--- config.mk ---
export PLATFORM = sky130hd
export DESIGN_NAME = alu_share_arbiter
export DESIGN_NICKNAME = d
export VERILOG_FILES = /design/src/rtl/alu_pkg.sv /design/src/rtl/rr_arb2.sv /design/src/rtl/alu_share_arbiter.sv
export SDC_FILE = /design/constraint.sdc
export NUM_CORES = 1
export LEC_CHECK = 0
export ABC_AREA = 1
export BUFFER_PORTS_ARGS = -buffer_cell sky130_fd_sc_hd__buf_4
export CORE_AREA = 4 4 108 110
export CTS_CLUSTER_SIZE = 8
export DETAILED_ROUTE_END_ITERATION = 16
export DIE_AREA = 0 0 112 114
export GPL_TIMING_DRIVEN = 0
export HOLD_SLACK_MARGIN = 0.02
export PLACE_DENSITY = 0.58
export RECOVER_POWER = 50
export SLEW_MARGIN = 20
export SYNTH_ARGS = -nofsm -noshare
export SYNTH_HDL_FRONTEND = slang
export SYNTH_SLANG_ARGS = --single-unit
export TNS_END_PERCENT = 5
--- constraint.sdc ---
create_clock -name clk -period 2.3 [get_ports clk]
set_input_delay 0.46 -clock clk [delete_from_list [all_inputs] [get_ports clk]]
set_output_delay 0.46 -clock clk [all_outputs]
set_load 0.02 [all_outputs]
--- src/rtl/alu_pkg.sv ---
// Shared ALU definitions: control codes, default widths and the lock FSM state type.
// Consumed by alu_share_arbiter (lock state used only when ALU_ARB_LOCK_EN is defined).
package alu_pkg;

  localparam int DATA_W_DEF = 32;
  localparam int CTRL_W_DEF = 4;

  localparam logic [3:0] ALU_AND = 4'b0000;
  localparam logic [3:0] ALU_OR  = 4'b0001;
  localparam logic [3:0] ALU_ADD = 4'b0010;
  localparam logic [3:0] ALU_SUB = 4'b0110;
  localparam logic [3:0] ALU_SLT = 4'b0111;

  typedef enum logic [1:0] {
    UNLOCKED = 2'b00,
    LOCK0    = 2'b01,
    LOCK1    = 2'b10
  } lock_state_e;

endpackage

--- src/rtl/rr_arb2.sv ---
// Two-way round-robin grant picker: one-hot grant, ties go to the requester
// that was not granted last; masked requesters are never granted.
module rr_arb2 (
  input  logic [1:0] req,
  input  logic       last,
  input  logic       enable,
  input  logic [1:0] mask,
  output logic [1:0] grant
);

  logic [1:0] req_eff_s;

  assign req_eff_s = req & ~mask;

  // Grant selection from the effective (unmasked) request vector.
  always_comb begin
    grant = 2'b00;
    if (!enable) begin
      grant = 2'b00;
    end else begin
      case (req_eff_s)
        2'b01:   grant = 2'b01;
        2'b10:   grant = 2'b10;
        2'b11:   grant = last ? 2'b01 : 2'b10;
        default: grant = 2'b00;
      endcase
    end
  end

endmodule

--- src/rtl/alu_share_arbiter.sv ---
// Shares one combinational ALU between two valid/ready requesters and buffers
// one response. Optional grant locking is enabled by defining ALU_ARB_LOCK_EN.
module alu_share_arbiter
  import alu_pkg::*;
#(
  parameter int DATA_W = DATA_W_DEF,
  parameter int CTRL_W = CTRL_W_DEF
) (
  input  logic              clk,
  input  logic              rst_n,
  input  logic              req0_valid,
  output logic              req0_ready,
  input  logic [DATA_W-1:0] req0_a,
  input  logic [DATA_W-1:0] req0_b,
  input  logic [CTRL_W-1:0] req0_ctrl,
  input  logic              req1_valid,
  output logic              req1_ready,
  input  logic [DATA_W-1:0] req1_a,
  input  logic [DATA_W-1:0] req1_b,
  input  logic [CTRL_W-1:0] req1_ctrl,
`ifdef ALU_ARB_LOCK_EN
  input  logic              req0_lock,
  input  logic              req1_lock,
`endif
  output logic [DATA_W-1:0] alu_a,
  output logic [DATA_W-1:0] alu_b,
  output logic [CTRL_W-1:0] alu_ctrl,
  input  logic [DATA_W-1:0] alu_result,
  input  logic              alu_zero,
  output logic              rsp_valid,
  input  logic              rsp_ready,
  output logic              rsp_id,
  output logic [DATA_W-1:0] rsp_result,
  output logic              rsp_zero
);

  logic              can_accept_s;
  logic [1:0]        grant_s;
  logic [1:0]        mask_s;
  logic              xfer_s;
  logic              grant_idx_s;
  logic              last_grant_r;
  logic              rsp_valid_r;
  logic              rsp_id_r;
  logic [DATA_W-1:0] rsp_result_r;
  logic              rsp_zero_r;

  // rst_n is folded in so nothing is granted or driven to the ALU during reset.
  assign can_accept_s = rst_n & (~rsp_valid_r | rsp_ready);

  rr_arb2 u_rr_arb2 (
    .req    ({req1_valid, req0_valid}),
    .last   (last_grant_r),
    .enable (can_accept_s),
    .mask   (mask_s),
    .grant  (grant_s)
  );

  assign req0_ready  = grant_s[0];
  assign req1_ready  = grant_s[1];
  assign xfer_s      = grant_s[0] | grant_s[1];
  assign grant_idx_s = grant_s[1];

  // Route the granted requester's operands to the ALU; zeros when idle.
  always_comb begin
    alu_a    = {DATA_W{1'b0}};
    alu_b    = {DATA_W{1'b0}};
    alu_ctrl = {CTRL_W{1'b0}};
    case (grant_s)
      2'b01: begin
        alu_a    = req0_a;
        alu_b    = req0_b;
        alu_ctrl = req0_ctrl;
      end
      2'b10: begin
        alu_a    = req1_a;
        alu_b    = req1_b;
        alu_ctrl = req1_ctrl;
      end
      default: begin
        alu_a    = {DATA_W{1'b0}};
        alu_b    = {DATA_W{1'b0}};
        alu_ctrl = {CTRL_W{1'b0}};
      end
    endcase
  end

`ifdef ALU_ARB_LOCK_EN
  lock_state_e state_r;
  lock_state_e state_nxt_s;
  logic        lock_sel_s;

  assign lock_sel_s = grant_idx_s ? req1_lock : req0_lock;

  // Lock state register.
  always_ff @(posedge clk) begin
    if (!rst_n) begin
      state_r <= UNLOCKED;
    end else begin
      state_r <= state_nxt_s;
    end
  end

  // Lock next state: every transfer re-evaluates the lock request of its owner.
  always_comb begin
    state_nxt_s = state_r;
    if (xfer_s) begin
      if (lock_sel_s) begin
        state_nxt_s = grant_idx_s ? LOCK1 : LOCK0;
      end else begin
        state_nxt_s = UNLOCKED;
      end
    end else begin
      state_nxt_s = state_r;
    end
  end

  // While locked, the other requester is masked out of arbitration.
  always_comb begin
    mask_s = 2'b00;
    case (state_r)
      LOCK0:   mask_s = 2'b10;
      LOCK1:   mask_s = 2'b01;
      default: mask_s = 2'b00;
    endcase
  end
`else
  assign mask_s = 2'b00;
`endif

  // Response buffer and round-robin history; a same-cycle drain and transfer
  // simply overwrites the buffer, keeping rsp_valid high.
  always_ff @(posedge clk) begin
    if (!rst_n) begin
      rsp_valid_r  <= 1'b0;
      rsp_id_r     <= 1'b0;
      rsp_result_r <= {DATA_W{1'b0}};
      rsp_zero_r   <= 1'b0;
      last_grant_r <= 1'b1;
    end else if (xfer_s) begin
      rsp_valid_r  <= 1'b1;
      rsp_id_r     <= grant_idx_s;
      rsp_result_r <= alu_result;
      rsp_zero_r   <= alu_zero;
      last_grant_r <= grant_idx_s;
    end else if (rsp_ready && rsp_valid_r) begin
      rsp_valid_r  <= 1'b0;
    end else begin
      rsp_valid_r  <= rsp_valid_r;
    end
  end

  assign rsp_valid  = rsp_valid_r;
  assign rsp_id     = rsp_id_r;
  assign rsp_result = rsp_result_r;
  assign rsp_zero   = rsp_zero_r;

endmodule

==> results by group, run 1 <==
Floorplan
  • Placement Rows: 38
  • Die W: around 110 um
  • Height of the chip: approximately 110 um
  • Starting density of the core: between 20% and 30%
  • Die area: ~13000 um2
  • Standard cell core area: roughly 11000 um2
  • Number of placed I/O pins: about 280

Global routing
  • Initial antenna violation count: 1
  • Overflow left after global routing: 0
  • Total routing usage reported by global routing: 17.7%
  • Pin count of the biggest net entering global routing: 12
  • Vias in the first global route: 3591
  • Global-route wire length before repair: 18500 um

Layout
  • Most common cell after layout, fill and taps aside: sky130_fd_sc_hd__buf_4
  • Share of post-route cells with drive strength above 1: 52.4%
  • Fill cell total of the finished layout: 1120
  • Top library cells by usage in the layout, fill and taps aside: sky130_fd_sc_hd__buf_4 (252), sky130_fd_sc_hd__nand2_1 (124), sky130_fd_sc_hd__nor2_1 (66)
  • Final antenna diode count: 0
  • Area of all sequential standard cells: a little over 700 um2
  • Multi-input gate area in the final layout: 1610 um2
  • Util after Layout: roughly half
  • Final nets: 876
  • Area added between synthesis and finish: 122%

Yosys
  • Most frequently used flop master after synthesis: sky130_fd_sc_hd__dfxtp_1
  • Synthesized area per cell: between 5 and 6 um2
  • Net count after synthesis: 571
  • Syn Inst Count: 394
  • Synthesized area: about 2300 um2
  • FFs w/ async S/R, synth: 0%
  • Post-synth EDFFs: 0
  • Ranking of synthesized cells by area: sky130_fd_sc_hd__dfxtp_1 (31%), sky130_fd_sc_hd__nand2_1 (23%), sky130_fd_sc_hd__a21oi_1 (15%)
  • Synthesis-stage register bit count: 36
  • Share of the synthesized area in the top cell type: ~30%
  • Most area-hungry cell type in the Yosys netlist: sky130_fd_sc_hd__dfxtp_1
  • Number of distinct library cells after synthesis: 16
  • Number of warnings issued by yosys: 0
  • Post-synthesis sequential area ratio: 30.7%

Timing
  • Minimum clock period: roughly 2.3 ns
  • Hold Worst Slack: between 0.4 and 0.5 ns
  • Measured slew at the worst slew-check pin: between 0.3 and 0.4 ns
  • Final hold viol count: 0
  • Worst slew margin relative to its limit: between 70% and 80%
  • Max-slew violation count: 0
  • RSZ-0062 raised after global routing: true
  • Sum Neg Setup Slack: -0.359 ns
  • Max Fclk: between 0.4 and 0.5 GHz
  • Total of endpoints with negative setup slack in the final report: 26
  • Worst clock skew on the final layout: 0.00949 ns
  • Final worst-path cycle share: 101%
  • Setup WS post-layout: -0.0323 ns

Placed design
  • Routability cong.: 0.977
  • Port-buffer cells: ~280
  • DP HPWL: about 10000 um
  • Post-placement worst setup slack: -0.214 ns

Power and ir drop
  • Worst IR drop on VDD: between 0.2 and 0.25 mV
  • Clock share of power: between 20% and 30%
  • Leakage: 2.37 nW
  • Combinational power share: between 40% and 50%
  • PD cells: 414 nW/um2
  • Power share of the sequential group: about a third
  • Switching power summed over all nets: about 760 uW
  • Internal power: about 1.4 mW
  • Switching Fraction: around a third

Worst hold path
  • Worst Hold Path EP: rsp_result[6]$_SDFFE_PN0P_
  • Worst hold path depth: 3
  • Tightest Hold Check Type: primary input to flip-flop
  • Worst Hold Launch: alu_result[6]

Critical path
  • Maximum cell stage delay along the critical path: between 0.3 and 0.4 ns
  • WP data required: around 1.8 ns
  • Kind of start point of the critical path: flip-flop
  • Cell with the largest stage delay on the worst path: sky130_fd_sc_hd__dfxtp_2
  • Cell-by-cell trace of the critical path: a21oi_4 > nand2_4 > ha_4 > inv_2 > buf_8 > buf_8 > a21oi_2 > buf_6
  • Capturing element type of the critical path: primary output
  • Worst Path Max Fanout: 10
  • Worst Path Class, Setup: flip-flop to primary output
  • Setup slack of the worst register-to-register path: about 0.62 ns
  • Worst r2r path cells: 8
  • CP most frequent cell: sky130_fd_sc_hd__buf_8
  • Reg2reg start: rsp_valid$_SDFFE_PN0P_
  • End of the worst register-to-register path: rsp_result[4]$_SDFFE_PN0P_
  • CP Data Arrival Time: ~1.9 ns

Outcome
  • Status: finished, violations left
  • Violations in the final reports: negative setup slack

Routing
  • Number of vias per cell: between 4 and 5
  • Number of nets with antenna violations after routing: 0
  • 1st-iter DRT viols: around 180
  • Post-detailed-routing wire length: roughly 13000 um
  • Initial DRT Pass Iterations: 4
  • Vias after detailed routing: 3722
  • DRC: 0
  • Wire per inst: approximately 15 um

CTS
  • Root Buffer: sky130_fd_sc_hd__clkbuf_8
  • Clock-pin slew on the worst setup and hold paths: ~0.07 ns
  • Hold Buf Count CTS: 0
  • Clk sink count: 36
  • Clock tree buffer depth: 2
  • Insertion delay of the later-clocked pin in the worst-skew pair: between 0.2 and 0.3 ns
  • H-tree level count: 2
  • Clock tree from TritonCTS: built
  • CTS buffer count: 5

Job
  • Max capacitance violation total: 0
-- critical path: cells and delay by family (launching register included) --
| family | cells | cell delay, ns |
|---|---|---|
| adder cells (fa/ha/maj) | 1 | 0.28 |
| AO/OA/AOI/OAI | 2 | 0.36 |
| flip-flops | 1 | 0.34 |
| AND/OR/NAND/NOR | 1 | 0.11 |
| buffers and inverters | 4 | 0.50 |
-- worst max path at each step --
stage                                       from   endpoint  slack (ns)  cells past startpoint
after floorplan                       req1_valid  alu_a[11]       -0.03                     10
after global placement                     rst_n  alu_a[12]       -0.22                     10
after detailed placement                   rst_n  alu_a[12]       -0.21                     10
after CTS                 rsp_valid$_SDFFE_PN0P_   alu_a[7]       -0.03                     10
after global routing      rsp_valid$_SDFFE_PN0P_  alu_a[20]       -0.13                      9
final                     rsp_valid$_SDFFE_PN0P_   alu_a[6]       -0.03                      8
-- Yosys cell counts, types with 2 or more instances --
cell type	count
sky130_fd_sc_hd__nor2_1	66
sky130_fd_sc_hd__inv_1	4
sky130_fd_sc_hd__buf_2	15
sky130_fd_sc_hd__a21oi_1	72
sky130_fd_sc_hd__clkbuf_1	4
sky130_fd_sc_hd__inv_2	3
sky130_fd_sc_hd__nand2_1	141
sky130_fd_sc_hd__o21ai_0	33
sky130_fd_sc_hd__clkbuf_2	2
sky130_fd_sc_hd__dfxtp_1	36
sky130_fd_sc_hd__ha_1	3
sky130_fd_sc_hd__buf_6	9
sky130_fd_sc_hd__buf_4	3
-- flip-flops by register name (all words and copies together) (netlist names) --
name / count
rsp_valid: 1
rsp_id: 1
last_grant_r: 1
rsp_result: 32
rsp_zero: 1
-- metal layers --
metal  part of all wire [%]  routed length (um)  GRT usage, %
met1                     36                4640          19.9
met2                     52                6620          31.8
met3                    9.1                1160          5.94
met4                    2.6                 334          4.97
met5                   0.16                  20             0
-- metrics by stage --
| stage | cells | power (mW) | area (um2) |
|---|---|---|---|
| CTS | 835 | 2.15 | 5000 |
| floorplan | 394 | 1.15 | 2350 |
| detailed placement | 812 | 1.63 | 4610 |
| global route | 840 | 2.30 | 5220 |
| finish | 840 | 2.16 | 5220 |
| global placement | 812 | 1.61 | 4610 |
-- area by class of cell --
class | instances | share of cell area (%)
multi-input combinational | 318 | 30.9
buffer | 31 | 6.05
inverter | 7 | 0.600
clock inverter | 1 | 0.168
timing repair buffer | 300 | 43.6
tap | 140 | 3.36
clock buffer | 7 | 1.46
sequential | 36 | 13.9
-- power by group through the flow --
stage | clock network, mW | logic (mW) | registers (mW)
6_report | 0.434 | 1.01 | 0.719
3_3_place_gp | 0 | 0.882 | 0.730
3_5_place_dp | 0 | 0.892 | 0.733
2_1_floorplan | 0 | 0.348 | 0.803
5_1_grt | 0.486 | 1.09 | 0.726
4_1_cts | 0.455 | 0.972 | 0.720
-- repair_timing --
item | 4_1_cts | 5_1_grt
pin swaps | 16 | 22
cloned | 4 | 1
setup endpoints to repair | 67 | 68
resized for setup | 48 | 84
buffers inserted | 11 | 6
-- logic make-up (layout without fill, tap and decap cells) --
family	count (synthesis)	count (layout)	share of synthesized area (%)
flops	36	36	30.7
compound gates	107	107	23.4
fa+ha+maj	3	3	1.60
simple gates	208	208	33.6
buf+inv	40	346	10.7
Note: power is estimated with default switching activity, not from simulation.
==> inputs of run 2 (changes only) <==
Settings changed: SETUP_SLACK_MARGIN from default to 0.2, SLEW_MARGIN 20 to 25.
==> run 2 against run 1 <==
Effect of this change:
- the flow still finishes with violations (negative setup slack)
- sequential share of layout area shrank 1.1 points
- routed wire length grew 2.8%
- maximum frequency shrank 2.0%
- utilization grew 4.1 points
- clock skew shrank 0.0052 ns
==> results by group, run 2 (synthesis gave the netlist of run 1 again) <==
Placed design
  • Number of cells in the design after placement: 812 (unchanged)
  • Routability cong.: 0.878 (-10%)
  • Port-buffer cells: 278 (unchanged)
  • DP HPWL: 10700 um (+2.4%)

Timing
  • Final worst-path cycle share: 103% (+2.0 points)
  • Hold Worst Slack: 0.408 ns (-0.00263 ns)
  • Setup WS post-layout: -0.0788 ns (-0.0466 ns)
  • Minimum clock period: 2.38 ns (+0.0466 ns)
  • Worst slew margin relative to its limit: 79.4% (+1.6 points)
  • Measured slew at the worst slew-check pin: 0.308 ns (-0.0243 ns)
  • RSZ-0062 raised after global routing: true
  • Max-slew violation count: 0 (unchanged)
  • Max Fclk: 0.420 GHz (-2.0%)
  • Total of endpoints with negative setup slack in the final report: 35 (+35%)
  • Worst clock skew on the final layout: 0.00433 ns (-0.00516 ns)
  • Final hold viol count: 0 (unchanged)

Layout
  • Final nets: 870 (-0.68%)
  • Multi-input gate area in the final layout: 2000 um2 (+24%)
  • Fill cell total of the finished layout: 1067 (-4.7%)
  • Post-route non-filler standard cell count: 833 (-0.83%)
  • Area of all sequential standard cells: 723 um2 (unchanged)
  • Most common cell after layout, fill and taps aside: sky130_fd_sc_hd__buf_4
  • Util after Layout: 52.9% (+4.1 points)
  • Number of flip-flops under the largest register name: 32 (unchanged)
  • Top library cells by usage in the layout, fill and taps aside: sky130_fd_sc_hd__buf_4 (225), sky130_fd_sc_hd__nand2_1 (104), sky130_fd_sc_hd__nor2_1 (66), sky130_fd_sc_hd__a21oi_2 (46), sky130_fd_sc_hd__buf_6 (37)
  • Final antenna diode count: 0 (unchanged)
  • Area added between synthesis and finish: 141%
  • Share of post-route cells with drive strength above 1: 60.0% (+7.6 points)

Critical path
  • Kind of start point of the critical path: flip-flop
  • CP top delay family: buffers and inverters
  • Reg2reg start: rsp_valid$_SDFFE_PN0P_
  • WP data required: 1.84 ns (about the same)
  • Setup slack of the worst register-to-register path: 0.68 ns (+0.06 ns)
  • Worst r2r path cells: 8 (unchanged)
  • Cell-by-cell trace of the critical path: a21oi_4 > nand2_4 > inv_4 > ha_4 > buf_6 > buf_2 > nand2_1 > a21oi_2 > buf_4
  • Capturing element type of the critical path: primary output
  • Cell with the largest stage delay on the worst path: sky130_fd_sc_hd__dfxtp_2
  • Worst path buffer plus inverter count: 4 (unchanged)
  • Worst Path Class, Setup: flip-flop to primary output
  • Worst Path Max Fanout: 10 (unchanged)
  • CP Data Arrival Time: 1.92 ns (+0.05 ns)
  • Maximum cell stage delay along the critical path: 0.33 ns (about the same)
  • End of the worst register-to-register path: rsp_result[28]$_SDFFE_PN0P_

Global routing
  • Most crowded layer after global routing: met2
  • Overflow left after global routing: 0 (unchanged)
  • Pin count of the biggest net entering global routing: 11 (-1)
  • Met1 track demand over resource in global routing: 21.2% (+1.3 points)
  • Initial antenna violation count: 0 (-1)
  • Fraction of met3 tracks used by global routing: 5.04% (-0.90 points)
  • GRT met2 Usage: 35.1% (+3.3 points)
  • Total routing usage reported by global routing: 18.6% (+0.98 points)
  • Global-route wire length before repair: 19300 um (+4.2%)
  • Vias in the first global route: 3793 (+5.6%)

CTS
  • Insertion delay of the later-clocked pin in the worst-skew pair: 0.28 ns (about the same)
  • Clk sink count: 36 (unchanged)
  • CTS buffer count: 5 (unchanged)
  • Clock-pin slew on the worst setup and hold paths: 0.07 ns (about the same)
  • Root Buffer: sky130_fd_sc_hd__clkbuf_8
  • H-tree level count: 2 (unchanged)
  • Clock tree from TritonCTS: built
  • Clock tree buffer depth: 2 (unchanged)

Power and ir drop
  • Leakage: 2.46 nW (+3.6%)
  • Worst IR drop on VDD: 0.301 mV (+33%)
  • PD cells: 407 nW/um2 (-1.6%)

Worst hold path
  • Worst hold path depth: 3 (unchanged)
  • Tightest Hold Check Type: primary input to flip-flop
  • Worst Hold Path EP: rsp_result[13]$_SDFFE_PN0P_
  • Worst Hold Launch: alu_result[13]

Floorplan
  • Height of the chip: 114 um (unchanged)
  • Die W: 112 um (unchanged)
  • Placement Rows: 38 (unchanged)
  • Number of placed I/O pins: 279 (unchanged)
  • Die area: 12800 um2 (unchanged)
  • Starting density of the core: 21.9% (unchanged)
  • Standard cell core area: 10700 um2 (unchanged)

Routing
  • Number of vias per cell: 4.48 (+1.0%)
  • Wire per inst: 15.8 um (+3.7%)
  • Number of nets with antenna violations after routing: 0 (unchanged)
  • Initial DRT Pass Iterations: 5 (+1)
  • DRC: 0 (unchanged)
  • Post-detailed-routing wire length: 13100 um (+2.8%)
  • 1st-iter DRT viols: 212 (+15%)
  • Vias after detailed routing: 3728 (+0.16%)

Job
  • Max capacitance violation total: 0 (unchanged)

Outcome
  • Status: finished, violations left
  • Violations in the final reports: negative setup slack
## run 2: changes by cell type in the layout (fill, tap and decap cells not counted), sizes merged
cell | before | now
clkinv | 1 | 0
clkbuf | 45 | 49
buf | 293 | 283
## run 2: area by class of cell
| type | instances | share of cell area, % |
|---|---|---|
| Clock buffer | 7 | 1.70 |
| Multi-Input combinational cell | 318 | 35.3 |
| Inverter | 7 | 0.553 |
| Timing Repair Buffer | 292 | 40.1 |
| Sequential cell | 36 | 12.8 |
| Buffer | 33 | 6.42 |
| Tap cell | 140 | 3.10 |
## run 2: worst reg2reg max path, cell delays in order (launching register included)
cell,delay [ns]
sky130_fd_sc_hd__dfxtp_2,0.33
sky130_fd_sc_hd__a21oi_4,0.20
sky130_fd_sc_hd__nand2_4,0.12
sky130_fd_sc_hd__ha_4,0.17
sky130_fd_sc_hd__buf_4,0.16
sky130_fd_sc_hd__inv_1,0.25
sky130_fd_sc_hd__buf_6,0.19
sky130_fd_sc_hd__nor2_1,0.05
sky130_fd_sc_hd__nor2_1,0.09
## run 2: repair_timing
item | 4_1_cts | 5_1_grt
pin swaps | 11 | 13
hold buffers | 0 | 0
resized for setup | 71 | 40
endpoints found under the setup margin | 68 | 68
buffers inserted | 6 | 4
hold endpoints to repair | 0 | 0
cloned | 2 | 2
## run 2: worst max-delay path by stage
stage | start | endpoint | cells after the start
2_1_floorplan | rsp_ready | alu_a[0] | 7
3_3_place_gp | rst_n | alu_a[29] | 9
3_5_place_dp | rst_n | alu_a[26] | 9
4_1_cts | rsp_valid$_SDFFE_PN0P_ | alu_a[10] | 11
5_1_grt | rsp_valid$_SDFFE_PN0P_ | alu_a[13] | 11
6_report | rsp_valid$_SDFFE_PN0P_ | alu_a[1] | 9
## run 2: report_power, final
group	total, mW	internal (mW)	switching (mW)
Sequential	0.718	0.686	0.0322
Combinational	1.10	0.516	0.585
Clock	0.484	0.267	0.218
Total	2.30	1.47	0.835
## run 2: through the flow
| stage | power, mW | setup WS [ns] | area (um2) | TNS (ns) |
|---|---|---|---|---|
| 4_1_cts | 2.33 | -0.125 | 5560 | -4.65 |
| 5_1_grt | 2.44 | -0.167 | 5650 | -6.86 |
| 3_5_place_dp | 1.76 | -0.410 | 5120 | -14.18 |
| 6_report | 2.30 | -0.0788 | 5650 | -1.58 |
| 2_1_floorplan | 1.27 | 0.160 | 2860 | 0 |
| 3_3_place_gp | 1.74 | -0.384 | 5120 | -13.86 |
## run 2: layer usage
metal,up-vias,part of all wire [%]
li1,1851,-
met1,1703,38
met2,157,54
met3,17,7.1
met4,0,1.3
met5,-,0
==> inputs of run 3 (changes only) <==
Settings changed: CORE_AREA 4 4 108 110 to 4 4 106 108, DIE_AREA 0 0 112 114 to 0 0 110 112, PLACE_DENSITY 0.58 to 0.6.
Clock period 2.3 ns to 2.8 ns, I/O delays scaled along.
==> run 3 against run 2 <==
Effect of this change:
- the run now ends clean
- clock power decreased by 26%
- sequential share of layout area increased by 2.3 points
- non-clock buffer count decreased by 8
- global-route usage is 0.59 points lower
- design area shrank 16%
- critical path depth is 3 higher
==> results by group, run 3 (synthesis gave the netlist of run 1 again) <==
Timing
  • Max Fclk: between 0.3 and 0.4 GHz
  • RSZ-0062 raised after global routing: false
  • Minimum clock period: roughly 2.6 ns
  • Max-slew violation count: 0 (unchanged)
  • Worst slew margin relative to its limit: 70.9% (-8.6 points)
  • Setup WS post-layout: 0.211 ns (+0.290 ns)
  • Total of endpoints with negative setup slack in the final report: 0 (-100%)
  • Final worst-path cycle share: just over 90%
  • Worst clock skew on the final layout: 0.0105 ns (+0.00616 ns)
  • Sum Neg Setup Slack: 0 ns (+1.58 ns)
  • Measured slew at the worst slew-check pin: 0.437 ns (+0.129 ns)
  • Final hold viol count: 0 (unchanged)

Global routing
  • Met1 track demand over resource in global routing: 18.6% (-2.5 points)
  • Global-route wire length before repair: 17800 um (-8.1%)
  • Overflow left after global routing: 0 (unchanged)
  • Vias in the first global route: 3512 (-7.4%)
  • Fraction of met3 tracks used by global routing: 6.14% (+1.1 points)
  • Initial antenna violation count: 2 (+2)
  • Pin count of the biggest net entering global routing: 12 (+1)
  • Total routing usage reported by global routing: 18.0% (-0.59 points)
  • GRT met2 Usage: 34.5% (-0.59 points)
  • Most crowded layer after global routing: met2

Layout
  • Multi-input gate area in the final layout: 1440 um2 (-28%)
  • Top library cells by usage in the layout, fill and taps aside: sky130_fd_sc_hd__buf_4 (250), sky130_fd_sc_hd__nand2_1 (140), sky130_fd_sc_hd__nor2_1 (66), sky130_fd_sc_hd__a21oi_1 (55), sky130_fd_sc_hd__clkbuf_1 (42)
  • Final antenna diode count: 0 (unchanged)
  • Area added between synthesis and finish: 103%
  • Util after Layout: 46.5% (-6.3 points)
  • Fill cell total of the finished layout: 1107 (+3.7%)
  • Share of post-route cells with drive strength above 1: 44.9% (-15 points)
  • Area of all sequential standard cells: 721 um2 (-0.35%)
  • Number of flip-flops under the largest register name: 32 (unchanged)
  • Post-route non-filler standard cell count: 822 (-1.3%)
  • Most common cell after layout, fill and taps aside: sky130_fd_sc_hd__buf_4
  • Final nets: 862 (-0.92%)

CTS
  • Clock tree buffer depth: 2 (unchanged)
  • Insertion delay of the later-clocked pin in the worst-skew pair: 0.28 ns (about the same)
  • Clock tree from TritonCTS: built
  • Clock-pin slew on the worst setup and hold paths: 0.06 ns (about the same)
  • Root Buffer: sky130_fd_sc_hd__clkbuf_8
  • Clk sink count: 36 (unchanged)
  • Hold Buf Count CTS: 0 (unchanged)
  • CTS buffer count: 5 (unchanged)
  • H-tree level count: 2 (unchanged)

Power and ir drop
  • PD cells: 352 nW/um2 (-14%)
  • Worst IR drop on VDD: 0.276 mV (-8.1%)
  • Total power consumption of the routed design: 1.67 mW (-27%)
  • Switching Fraction: 35.4% (-0.89 points)
  • Clock share of power: 21.3% (+0.3 points)
  • Power share of the sequential group: 35.2% (+4.0 points)
  • Internal power: 1.08 mW (-26%)
  • Combinational power share: 43.5% (-4.3 points)
  • Switching power summed over all nets: 592 uW (-29%)
  • Leakage: 2.20 nW (-11%)

Routing
  • Vias after detailed routing: 3638 (-2.4%)
  • Number of vias per cell: 4.43 (-1.1%)
  • DRC: 0 (unchanged)
  • 1st-iter DRT viols: 171 (-19%)
  • Initial DRT Pass Iterations: 4 (-1)
  • Wire per inst: 15.3 um (-2.9%)
  • Post-detailed-routing wire length: 12600 um (-4.2%)
  • Number of nets with antenna violations after routing: 0 (unchanged)

Placed design
  • Routability cong.: 0.812 (-7.5%)
  • Number of cells in the design after placement: 808 (-0.49%)
  • Port-buffer cells: 278 (unchanged)
  • DP HPWL: 10600 um (-1.3%)
  • Post-placement worst setup slack: 0.0769 ns (+0.487 ns)

Critical path
  • CP Data Arrival Time: 2.03 ns (+0.11 ns)
  • Worst r2r path cells: 8 (unchanged)
  • Kind of start point of the critical path: primary input
  • Capturing element type of the critical path: primary output
  • Worst Path Class, Setup: primary input to primary output
  • Worst Path Max Fanout: 6 (-4)
  • WP data required: 2.24 ns (+0.40 ns)

Worst hold path
  • Worst hold path depth: 2 (-1)
  • Tightest Hold Check Type: flip-flop to flip-flop

Floorplan
  • Die area: 12300 um2 (-3.5%)
  • Placement Rows: 37 (-2.6%)
  • Height of the chip: 112 um (-1.8%)
  • Die W: 110 um (-1.8%)
  • Starting density of the core: 22.9% (+1.0 points)
  • Number of placed I/O pins: 279 (unchanged)
  • Standard cell core area: 10200 um2 (-4.4%)

Job
  • Max capacitance violation total: 0 (unchanged)

Outcome
  • Status: finished clean
[run 3: changes by cell type in the layout (fill, tap and decap cells not counted), moves of 9 or more]
cell                      previous run  this run
sky130_fd_sc_hd__a21oi_1             3        55
sky130_fd_sc_hd__nand2_1           104       140
sky130_fd_sc_hd__a21oi_2            46        17
sky130_fd_sc_hd__buf_6              37        10
sky130_fd_sc_hd__buf_4             225       250
sky130_fd_sc_hd__nand2_2            25         1
sky130_fd_sc_hd__a21oi_4            24         1
sky130_fd_sc_hd__nand2_4            12         0
sky130_fd_sc_hd__buf_12              9         0
[run 3: metrics by stage]
step                area [um2]  hold slack (ns)
finish                    4760            0.477
floorplan                 2340            0.462
global placement          4600            0.458
global route              4760            0.504
CTS                       4720            0.476
detailed placement        4600            0.464
[run 3: repair_timing]
| item | in CTS | in global routing |
|---|---|---|
| setup endpoints to repair | 60 | 63 |
| setup buffers | 1 | 2 |
| pin swaps | 0 | 1 |
| gates resized for setup | 11 | 51 |
| cloned | 0 | 3 |
[run 3: path summary, 6_finish.rpt]
check,start,end,slack (ns)
worst max-delay path,rsp_ready,alu_a[13],0.21
worst min-delay path,rsp_id$_SDFFE_PN0P_,rsp_id$_SDFFE_PN0P_,0.48
worst max register to register,rsp_valid$_SDFFE_PN0P_,rsp_result[23]$_SDFFE_PN0P_,0.79
worst min register to register,rsp_id$_SDFFE_PN0P_,rsp_id$_SDFFE_PN0P_,0.48
[run 3: critical path, cell delays in order]
cell and delay (ns):
sky130_fd_sc_hd__clkbuf_4 0.10, sky130_fd_sc_hd__inv_1 0.06, sky130_fd_sc_hd__a21oi_4 0.15, sky130_fd_sc_hd__nand2_1 0.13, sky130_fd_sc_hd__inv_2 0.08, sky130_fd_sc_hd__ha_1 0.15
sky130_fd_sc_hd__buf_6 0.14, sky130_fd_sc_hd__buf_8 0.13, sky130_fd_sc_hd__buf_4 0.13, sky130_fd_sc_hd__nand2_1 0.05, sky130_fd_sc_hd__a21oi_1 0.17, sky130_fd_sc_hd__buf_4 0.17
[run 3: final cells by class]
| type | instances | area share (%) |
|---|---|---|
| Buffer | 33 | 5.75 |
| Clock buffer | 7 | 1.60 |
| Clock inverter | 1 | 0.184 |
| Inverter | 7 | 0.552 |
| Multi-Input combinational cell | 318 | 30.3 |
| Sequential cell | 36 | 15.1 |
| Tap cell | 136 | 3.57 |
| Timing Repair Buffer | 284 | 42.9 |
[run 3: metal layers]
layer	part of all wire [%]	up-vias	wire length, um
met5	0.27	-	34
met4	1.8	4	225
met3	9.2	21	1160
met2	53	149	6620
met1	36	1624	4550
li1	-	1840	-
[run 3: power groups by stage]
| stage | Clock, mW | Combinational, mW | Sequential, mW |
|---|---|---|---|
| final | 0.356 | 0.729 | 0.589 |
| after global routing | 0.405 | 0.795 | 0.596 |
| after CTS | 0.374 | 0.745 | 0.591 |
| after detailed placement | 0 | 0.734 | 0.602 |
| after global placement | 0 | 0.725 | 0.599 |
| after floorplan | 0 | 0.285 | 0.660 |
